<file path="config.mk">
export PLATFORM = sky130hd
export DESIGN_NAME = io_serdes
export DESIGN_NICKNAME = d
export VERILOG_FILES = /design/src/rtl/io_serdes_pkg.sv /design/src/rtl/io_serdes_shreg.sv /design/src/rtl/io_serdes.sv
export SDC_FILE = /design/constraint.sdc
export NUM_CORES = 1
export LEC_CHECK = 0
export BUFFER_PORTS_ARGS = -buffer_cell sky130_fd_sc_hd__buf_4
export CAP_MARGIN = 20
export CELL_PAD_IN_SITES_DETAIL_PLACEMENT = 0
export CELL_PAD_IN_SITES_GLOBAL_PLACEMENT = 1
export CORE_ASPECT_RATIO = 0.7
export CORE_UTILIZATION = 46
export CTS_CLUSTER_SIZE = 24
export DETAILED_ROUTE_END_ITERATION = 7
export PLACE_DENSITY = 0.94
export SYNTH_ARGS = -nofsm -noshare
export SYNTH_HDL_FRONTEND = slang
export SYNTH_SLANG_ARGS = --single-unit
</file>
<file path="constraint.sdc">
create_clock -name IOCLK -period 3.5 [get_ports IOCLK]
set_clock_uncertainty 0.05 [all_clocks]
set_input_delay 0.175 -clock IOCLK [delete_from_list [all_inputs] [get_ports IOCLK]]
set_output_delay 0.175 -clock IOCLK [all_outputs]
set_load 0.1 [all_outputs]
</file>
<file path="src/rtl/io_serdes_pkg.sv">
// io_serdes_pkg
// Shared definitions for the half-duplex pad serializer/deserializer:
// TX/RX state encodings, the default payload width and the counter-width helper.
package io_serdes_pkg;

    localparam int WIDTH_DEFAULT = 8;

    typedef enum logic [1:0] {
        TX_IDLE  = 2'd0,
        TX_START = 2'd1,
        TX_DATA  = 2'd2
    } tx_state_e;

    typedef enum logic {
        RX_IDLE  = 1'b0,
        RX_SHIFT = 1'b1
    } rx_state_e;

    // Bit counter width for a WIDTH-bit frame (never narrower than 1).
    function automatic int cnt_width(input int w);
        return (w > 1) ? $clog2(w) : 1;
    endfunction

endpackage

</file>
<file path="src/rtl/io_serdes_shreg.sv">
// io_serdes_shreg
// WIDTH-bit right-shifting register with parallel load and a bit counter.
// Shifting moves data toward bit 0 and inserts shift_in at the MSB, so the
// LSB leaves first and LSB-first serial input lands in the right place after
// WIDTH shifts. The counter restarts on load and stops at WIDTH-1.
// Ports:
//   clk, rst_n   clock, synchronous active-low reset
//   load_en      load load_data and clear the counter (wins over shift)
//   shift_en     shift one position, shift_in enters at the MSB
//   cnt_en       advance the bit counter (saturates at WIDTH-1)
//   data_o       current register contents
//   last_o       counter is at WIDTH-1
module io_serdes_shreg
    import io_serdes_pkg::*;
#(
    parameter int WIDTH = WIDTH_DEFAULT,
    parameter int CNT_W = cnt_width(WIDTH)
) (
    input  logic             clk,
    input  logic             rst_n,
    input  logic             load_en,
    input  logic [WIDTH-1:0] load_data,
    input  logic             shift_en,
    input  logic             shift_in,
    input  logic             cnt_en,
    output logic [WIDTH-1:0] data_o,
    output logic             last_o
);

    logic [WIDTH-1:0] data_q, data_d;
    logic [CNT_W-1:0] cnt_q, cnt_d;

    assign data_o = data_q;
    assign last_o = (cnt_q == CNT_W'(WIDTH - 1));

    always_comb begin
        data_d = data_q;
        cnt_d  = cnt_q;
        if (load_en) begin
            data_d = load_data;
            cnt_d  = '0;
        end else begin
            if (shift_en) begin
                data_d = {shift_in, data_q[WIDTH-1:1]};
            end
            if (cnt_en && !last_o) begin
                cnt_d = cnt_q + CNT_W'(1);
            end
        end
    end

    always_ff @(posedge clk) begin
        if (!rst_n) begin
            data_q <= '0;
            cnt_q  <= '0;
        end else begin
            data_q <= data_d;
            cnt_q  <= cnt_d;
        end
    end

endmodule

</file>
<file path="src/rtl/io_serdes.sv">
// io_serdes
// Half-duplex serializer/deserializer for a bidirectional pad cell.
// Frame: start bit (1) followed by WIDTH data bits, LSB first.
// Ports:
//   IOCLK               sole clock (rising edge)
//   RSTN                synchronous active-low reset
//   TX_DATA/TX_VALID    word to send; accepted when TX_READY is also 1
//   TX_READY            transmitter can take a word at this edge
//   OUT, TS             registered pad data and drive enable (1 = drive)
//   IN                  serial data from the pad
//   RX_EN               receiver enable
//   RX_DATA/RX_VALID    last received word and its one-cycle update strobe
module io_serdes #(
    parameter int WIDTH = io_serdes_pkg::WIDTH_DEFAULT
) (
    input  logic             IOCLK,
    input  logic             RSTN,
    input  logic [WIDTH-1:0] TX_DATA,
    input  logic             TX_VALID,
    output logic             TX_READY,
    output logic             OUT,
    output logic             TS,
    input  logic             IN,
    input  logic             RX_EN,
    output logic [WIDTH-1:0] RX_DATA,
    output logic             RX_VALID
);

    // ---------------------------------------------------------------- TX
    io_serdes_pkg::tx_state_e tx_state_q, tx_state_d;
    logic             out_q, out_d;
    logic             ts_q, ts_d;
    logic             tx_load, tx_shift, tx_cnt_en;
    logic             tx_last, tx_ready, tx_xfer;
    logic [WIDTH-1:0] tx_word;

    io_serdes_shreg #(.WIDTH(WIDTH)) u_tx_sh (
        .clk       (IOCLK),
        .rst_n     (RSTN),
        .load_en   (tx_load),
        .load_data (TX_DATA),
        .shift_en  (tx_shift),
        .shift_in  (1'b0),
        .cnt_en    (tx_cnt_en),
        .data_o    (tx_word),
        .last_o    (tx_last)
    );

    // Ready also during the final data bit so frames can run back to back.
    assign tx_ready = (tx_state_q == io_serdes_pkg::TX_IDLE) ||
                      ((tx_state_q == io_serdes_pkg::TX_DATA) && tx_last);
    assign tx_xfer  = TX_VALID && tx_ready;

    // OUT/TS are computed one cycle ahead and registered. The word is shifted
    // as each bit is issued, so tx_word[0] is always the next bit to send; the
    // counter tracks the bit currently on the line.
    always_comb begin
        tx_state_d = tx_state_q;
        out_d      = 1'b0;
        ts_d       = 1'b0;
        tx_load    = 1'b0;
        tx_shift   = 1'b0;
        tx_cnt_en  = 1'b0;
        case (tx_state_q)
            io_serdes_pkg::TX_IDLE: begin
                if (tx_xfer) begin
                    tx_state_d = io_serdes_pkg::TX_START;
                    tx_load    = 1'b1;
                    out_d      = 1'b1;
                    ts_d       = 1'b1;
                end
            end
            io_serdes_pkg::TX_START: begin
                tx_state_d = io_serdes_pkg::TX_DATA;
                tx_shift   = 1'b1;
                out_d      = tx_word[0];
                ts_d       = 1'b1;
            end
            io_serdes_pkg::TX_DATA: begin
                if (!tx_last) begin
                    tx_shift  = 1'b1;
                    tx_cnt_en = 1'b1;
                    out_d     = tx_word[0];
                    ts_d      = 1'b1;
                end else if (tx_xfer) begin
                    tx_state_d = io_serdes_pkg::TX_START;
                    tx_load    = 1'b1;
                    out_d      = 1'b1;
                    ts_d       = 1'b1;
                end else begin
                    tx_state_d = io_serdes_pkg::TX_IDLE;
                end
            end
            default: tx_state_d = io_serdes_pkg::TX_IDLE;
        endcase
    end

    always_ff @(posedge IOCLK) begin
        if (!RSTN) begin
            tx_state_q <= io_serdes_pkg::TX_IDLE;
            out_q      <= 1'b0;
            ts_q       <= 1'b0;
        end else begin
            tx_state_q <= tx_state_d;
            out_q      <= out_d;
            ts_q       <= ts_d;
        end
    end

    assign TX_READY = tx_ready;
    assign OUT      = out_q;
    assign TS       = ts_q;

    // ---------------------------------------------------------------- RX
    io_serdes_pkg::rx_state_e rx_state_q, rx_state_d;
    logic [WIDTH-1:0] rx_data_q, rx_data_d;
    logic             rx_valid_q, rx_valid_d;
    logic             rx_load, rx_shift, rx_last, rx_abort;
    logic [WIDTH-1:0] rx_word;

    io_serdes_shreg #(.WIDTH(WIDTH)) u_rx_sh (
        .clk       (IOCLK),
        .rst_n     (RSTN),
        .load_en   (rx_load),
        .load_data ({WIDTH{1'b0}}),
        .shift_en  (rx_shift),
        .shift_in  (IN),
        .cnt_en    (rx_shift),
        .data_o    (rx_word),
        .last_o    (rx_last)
    );

    // Our own drive on the line kills any receive in progress.
    assign rx_abort = !RX_EN || ts_q;

    always_comb begin
        rx_state_d = rx_state_q;
        rx_data_d  = rx_data_q;
        rx_valid_d = 1'b0;
        rx_load    = 1'b0;
        rx_shift   = 1'b0;
        case (rx_state_q)
            io_serdes_pkg::RX_IDLE: begin
                if (!rx_abort && IN) begin
                    rx_state_d = io_serdes_pkg::RX_SHIFT;
                    rx_load    = 1'b1;
                end
            end
            io_serdes_pkg::RX_SHIFT: begin
                if (rx_abort) begin
                    rx_state_d = io_serdes_pkg::RX_IDLE;
                    rx_load    = 1'b1;
                end else begin
                    rx_shift = 1'b1;
                    if (rx_last) begin
                        // Final bit goes straight into the output word.
                        rx_data_d  = {IN, rx_word[WIDTH-1:1]};
                        rx_valid_d = 1'b1;
                        rx_state_d = io_serdes_pkg::RX_IDLE;
                    end
                end
            end
            default: rx_state_d = io_serdes_pkg::RX_IDLE;
        endcase
    end

    always_ff @(posedge IOCLK) begin
        if (!RSTN) begin
            rx_state_q <= io_serdes_pkg::RX_IDLE;
            rx_data_q  <= '0;
            rx_valid_q <= 1'b0;
        end else begin
            rx_state_q <= rx_state_d;
            rx_data_q  <= rx_data_d;
            rx_valid_q <= rx_valid_d;
        end
    end

    assign RX_DATA  = rx_data_q;
    assign RX_VALID = rx_valid_q;

    // TX only ever reads the LSB; RX completes its word from bits above the LSB.
    logic shreg_unused;
    assign shreg_unused = ^{rx_word[0], tx_word[WIDTH-1:1]};

endmodule

</file>
* Word-level counts from Yosys, hierarchy flattened
Cells that the tools add are included.
** Operators by class
- Bitwise operators :: 3
- Equality and inequality tests :: 6
- Reductions and logical operators :: 18
- Add/subtract/negate cells :: 2
- Muxes and demuxes :: 25
** Operators by type and width (number)
- 2-to-1 mux 8 bit :: 2
- 2-to-1 mux 1 bit :: 14
- case mux 1 bit (2 select lines) :: 4
- adder 3 x 1 -> 3 bit, second input constant :: 2
- equality test 3 bit, second input constant :: 2
- case mux 1 bit (3 select lines) :: 2
- case mux 2 bit (3 select lines) :: 1
- logical AND 1 bit :: 5
- logical NOT 1 bit :: 4
- 2-to-1 mux 2 bit :: 2
- inequality test 2 bit, second input constant :: 2
- OR reduction 2 bit :: 2
- inverter 1 bit :: 3
- AND reduction 3 bit :: 1
- OR reduction 3 bit :: 1
- equality test 2 x 1 -> 1 bit, second input constant :: 1
- equality test 2 bit, second input constant :: 1
- logical NOT 2 bit :: 1
- logical OR 1 bit :: 2
- AND reduction 2 bit :: 1
- nonzero test 2 bit :: 1
** Word-level totals
- Output and inout bits :: 12
- Flip-flop bits (word level) :: 36
- Word-level logic and storage cells :: 64
- Input bits :: 13

* Longest topological paths before layout
- Depth after elaboration :: 8
- Mapped depth :: 7
- Depth with buffers taken out :: 6

* By module
From an unflattened synthesis, not the netlist that was laid out.
** Unflattened totals
- Cell total of the unflattened synthesis :: 175
- Area total of the unflattened synthesis :: 1690.4 um^2
** By module, submodules not included
- io_serdes_shreg :: seq. area each 220.2 um^2, area each 489.2 um^2, instances 2, cells an instance 48
- io_serdes :: seq. area each 280.3 um^2, area each 711.9 um^2, instances 1, cells an instance 79

* Least setup slack after synthesis
OpenSTA, ideal clock, no wires.
- Kind :: reg2reg
- From :: reg u_tx_sh.cnt_q[0]
- To :: reg u_tx_sh.data_q[4], in the netlist u_tx_sh.data_o[4]
- Stages on the path, launching flop included :: 8
- Clock period less this slack :: 2081 ps
- Arrival time :: 1905 ps
- Setup slack :: 1419 ps
- Setup time :: 126 ps
- Data required time :: 3324 ps
- Path buffers :: 1
- Cell sequence :: dfxtp_1 -> ha_1 -> ha_1 -> a21o_1 -> nand2_2 -> buf_2 -> o21ai_1 -> a31oi_1
** Between the ends
- Cells in the longest elaborated chain, start to end :: 8
- Elaborated cells between the ends (all ways) :: 11
- Those cells by class :: eq/ne (1); mux (6); reduce/logical (4)
** RTL lines
- start, declared :: RTL line io_serdes_shreg.sv:31 : logic [CNT_W-1:0] cnt_q, cnt_d;
- start signal, assigned :: RTL line io_serdes_shreg.sv:58 : cnt_q <= cnt_d;
- equality test 3 bit * :: RTL line io_serdes_shreg.sv:34 : assign last_o = (cnt_q == CNT_W'(WIDTH - 1));
- logical AND 1 bit * :: RTL line io_serdes.sv:51 : ((tx_state_q == io_serdes_pkg::TX_DATA) && tx_last);
- logical OR 1 bit * :: RTL line io_serdes.sv:50 : assign tx_ready = (tx_state_q == io_serdes_pkg::TX_IDLE) ||
- named net TX_READY :: RTL line io_serdes.sv:20 : output logic TX_READY,
- logical AND 1 bit * :: RTL line io_serdes.sv:52 : assign tx_xfer = TX_VALID && tx_ready;
- 2-to-1 mux 1 bit * :: RTL line io_serdes.sv:66, io_serdes.sv:85
- 2-to-1 mux 1 bit :: RTL line io_serdes.sv:80 : if (!tx_last) begin
- case mux 1 bit (2 select lines) * :: RTL line io_serdes.sv:64 : case (tx_state_q)
- 2-to-1 mux 8 bit / nonzero test 2 bit (equally long branches)
- end signal, assigned :: RTL line io_serdes_shreg.sv:57 : data_q <= data_d;
- end, declared :: RTL line io_serdes_shreg.sv:30 : logic [WIDTH-1:0] data_q, data_d;
Mark *: on every way through the listed nets, which the timed path passes. The rest lies on a longest branch.
A chain may end at the register's enable or synchronous reset.

* Final worst setup path
- From :: reg u_tx_sh.cnt_q[0]
- To :: reg u_tx_sh.data_q[1], in the netlist u_tx_sh.data_o[1]
** Between the ends
- Cells in the longest elaborated chain, start to end :: 8
- Elaborated cells between the ends (all ways) :: 11
- Those cells by class :: eq/ne (1); mux (6); reduce/logical (4)
** RTL lines (RTL line)
- equality test 3 bit * :: io_serdes_shreg.sv:34
- logical AND 1 bit :: io_serdes.sv:51
- logical OR 1 bit :: io_serdes.sv:50
- logical AND 1 bit :: io_serdes.sv:52
- 2-to-1 mux 1 bit :: io_serdes.sv:66, io_serdes.sv:85
- 2-to-1 mux 1 bit :: io_serdes.sv:80
- case mux 1 bit (2 select lines) :: io_serdes.sv:64
- 2-to-1 mux 8 bit / nonzero test 2 bit (equally long branches)
Every way passes the cells marked *; elsewhere a longest branch is shown, timed or not.

==> results.md <==
* Period utilization at 49.7%
* Initial antenna violation count at 0
* R2R cell count at 6
* Area share of the largest cell type after synthesis at 42.5%
* Share of cells above drive strength 1 at 33.3%
* Pre-CTS setup slack at 1.76 ns
* Worst Path Arrival at 1.90 ns
* Remaining Overflow, GRT at 0
* Die Span Y at 52.1 microns
* # resized after CTS at 0
* Mean post-synth cell area at 9.47 sq um
* Overall routing resource usage at 19.5%
* # Max-Cap Violations at 0
* DR vias at 1251
* Final setup fails at 0
* Nets at 220
* CTS tree: built
* Row count at 17
* Met1 usage in global routing at 24.7%
* Crit start category: flop
* Worst Setup SP: u_tx_sh.cnt_q[0]$_SDFFE_PP0P_
* Multi-input logic area at 872 sq um
* Most common cell after layout, fill and taps aside: dfxtp_1
* Critical path start-end classification: reg2reg
* R2R setup slack at 1.76 ns
* Postcts setup bufs at 0
* Clk buf depth at 2
* Average wire per standard cell at 12.7 microns
* H-Tree Depth at 2
* Die ar. at 3830 sq um
* Fill count at 297
* Ranking of synthesized cells by area: dfxtp_1, nand2_1, ha_1
* Met2 GRT Util at 28.6%
* Setup TNS at 0 ns
* Reg2Reg Capture Point: u_tx_sh.data_o[1]$_SDFFE_PN0P_
* Synthesized Nets at 196
* Sequential fraction of the synthesis area at 42.5%
* DRC at 0
* Fin. max-slew vios at 0
* Final Critical Period at 1.74 ns
* Routed wire length at 3.12 mm
* Clock Sinks at 35
* Post-synth cell types at 36
* VDD IR max at 0.371 mV
* Later-pin clock latency in the skew report at 0.29 ns
* CP Capture Type: flop
* Slew margin rel. at 69.6%
* GR Layer Usage met3 at 6.01%
* Antenna Cells at 0
* TritonRoute pass-1 iters at 4
* Post-Syn Area at 1650 sq um
* Initial Utilization at 50.3%
* Final WS setup at 1.76 ns
* Core area at 3280 sq um
* IO Pins at 25
* Achievable Freq at 575 MHz
* #FFs+latches synth at 35
* CTS Hold Buffers Added at 0
* Commonest non-fill, non-tap cells in the layout: dfxtp_1, nand2_1, buf_4
* Ys Warns at 0
* Worst endpoint required time at 3.66 ns
* GR peak layer: met2
* Status: finished, final reports clean
* Final Hold Vio Count at 0
* Number of global-route vias before repair at 1197
* Post-DP HPWL at 2.29 mm
* Pwr/cell area at 613 nW/um^2
* Reg2Reg Launch Point: u_tx_sh.cnt_q[0]$_SDFFE_PP0P_
* Post-DRT Antenna Nets at 0
* Leak at 0.000746 uW
* RSZ-0062 raised after global routing: false
* Initial drt markers at 88
* Area growth syn-to-layout at 16.2%
* Die width at 73.5 microns
* PortBufs at 24
* Total CTS buffers at 5
* First-pass GRT wire length at 5.35 mm
* Routability cong. at 0.769
* Post-synth top area cell: dfxtp_1
* Worst-path clk slew at 0.07 ns
* DR vias/cell at 5.11
* Reg area at 701 sq um
* Largest net degree at the start of global routing at 24
* Critical Path End: u_tx_sh.data_o[1]$_SDFFE_PN0P_
* Clock Tree Root: clkbuf_8
* Crit path max fanout at 7
* Hold WC Path Type: in2reg
* Cells after Synth at 174
* Worst Tran Pin Value at 0.456 ns
==> cell usage after synthesis (all sizes together) <==
library cell and n:
clkbuf 2, o2111a 1, a21boi 9, nand2 43
and2 2, mux2i 5, ha 9, and3 1
nor2b 4, xnor2 2, buf 5, inv 4
nor2 7, a21oi 13, nand3b 1, o21ai 12
o211a 1, a31oi 6, a21o 1, o21a 2
nand3 8, a22oi 1, dfxtp 35
==> state kept, by name, summed over array words and instances, names as in the netlist <==
| name | count |
|---|---|
| u_tx_sh.cnt_q | 3 |
| TS | 1 |
| u_rx_sh.data_o | 7 |
| OUT | 1 |
| RX_VALID | 1 |
| tx_state_q | 2 |
| RX_DATA | 8 |
| u_tx_sh.data_o | 8 |
| rx_state_q | 1 |
| u_rx_sh.cnt_q | 3 |
==> logic make-up (layout without fill, tap and decap cells) <==
group                    count (synthesis)  after routing  synth area share, %
multiplexers                             5              5                 3.26
AO/OA/AOI/OAI                           46             46                 21.7
AND/OR/NAND/NOR                         66             66                 20.0
flip-flops                              35             35                 42.5
adder cells (fa/ha/maj)                  9              9                 6.83
buffers and inverters                   11             35                 4.56
XOR/XNOR                                 2              2                 1.06
==> how the worst min path moves through the flow <==
| stage | start | to | slack [ns] | depth (start not counted) |
|---|---|---|---|---|
| after floorplan | IN | RX_DATA[7]$_SDFFE_PN0P_ | 0.25 | 2 |
| after global placement | TX_DATA[7] | u_tx_sh.data_o[7]$_SDFFE_PN0P_ | 0.38 | 3 |
| after detailed placement | TX_DATA[7] | u_tx_sh.data_o[7]$_SDFFE_PN0P_ | 0.39 | 3 |
| after CTS | TX_DATA[7] | u_tx_sh.data_o[7]$_SDFFE_PN0P_ | 0.08 | 3 |
| after global routing | TX_DATA[7] | u_tx_sh.data_o[7]$_SDFFE_PN0P_ | 0.08 | 3 |
| final | TX_DATA[7] | u_tx_sh.data_o[7]$_SDFFE_PN0P_ | 0.08 | 3 |
==> area by class of cell <==
class,count,area share (%)
Timing Repair Buffer,24,9.41
Multi-Input combinational cell,128,45.6
Inverter,4,0.784
Clock buffer,6,4.31
Clock inverter,1,0.261
Tap cell,47,3.07
Sequential cell,35,36.6
==> layer usage <==
layer  part of all wire [%]  up-vias
met5                      0        -
met4                    2.3        0
met3                    5.8        8
met2                     42       33
met1                     50      574
li1                       -      636
==> critical path, cell delays in order, from the launching register on <==
cell     delay (ns)
dfxtp_1        0.32
ha_1           0.19
ha_1           0.25
nor2b_2        0.36
o21a_2         0.26
nand2_1        0.07
a31oi_1        0.16
==> power by group <==
part	switching, uW	internal, uW	leakage (uW)
sequential	37.4	444	0.000285
combinational	272	126	0.000415
clock	140	154	0.0000470
total	449	724	0.000746
==> stage by stage <==
stage,hold slack (ns),std cells,power (uW),util (%),cell area (sq um)
6_report,0.0842,245,1170,58.4,1910
5_1_grt,0.0820,245,1240,58.4,1910
4_1_cts,0.0810,245,1180,58.4,1910
3_5_place_dp,0.385,238,884,55.8,1830
3_3_place_gp,0.381,238,876,55.8,1830
2_1_floorplan,0.252,174,814,-,1650
No activity file was read; power rests on OpenSTA's default activity.
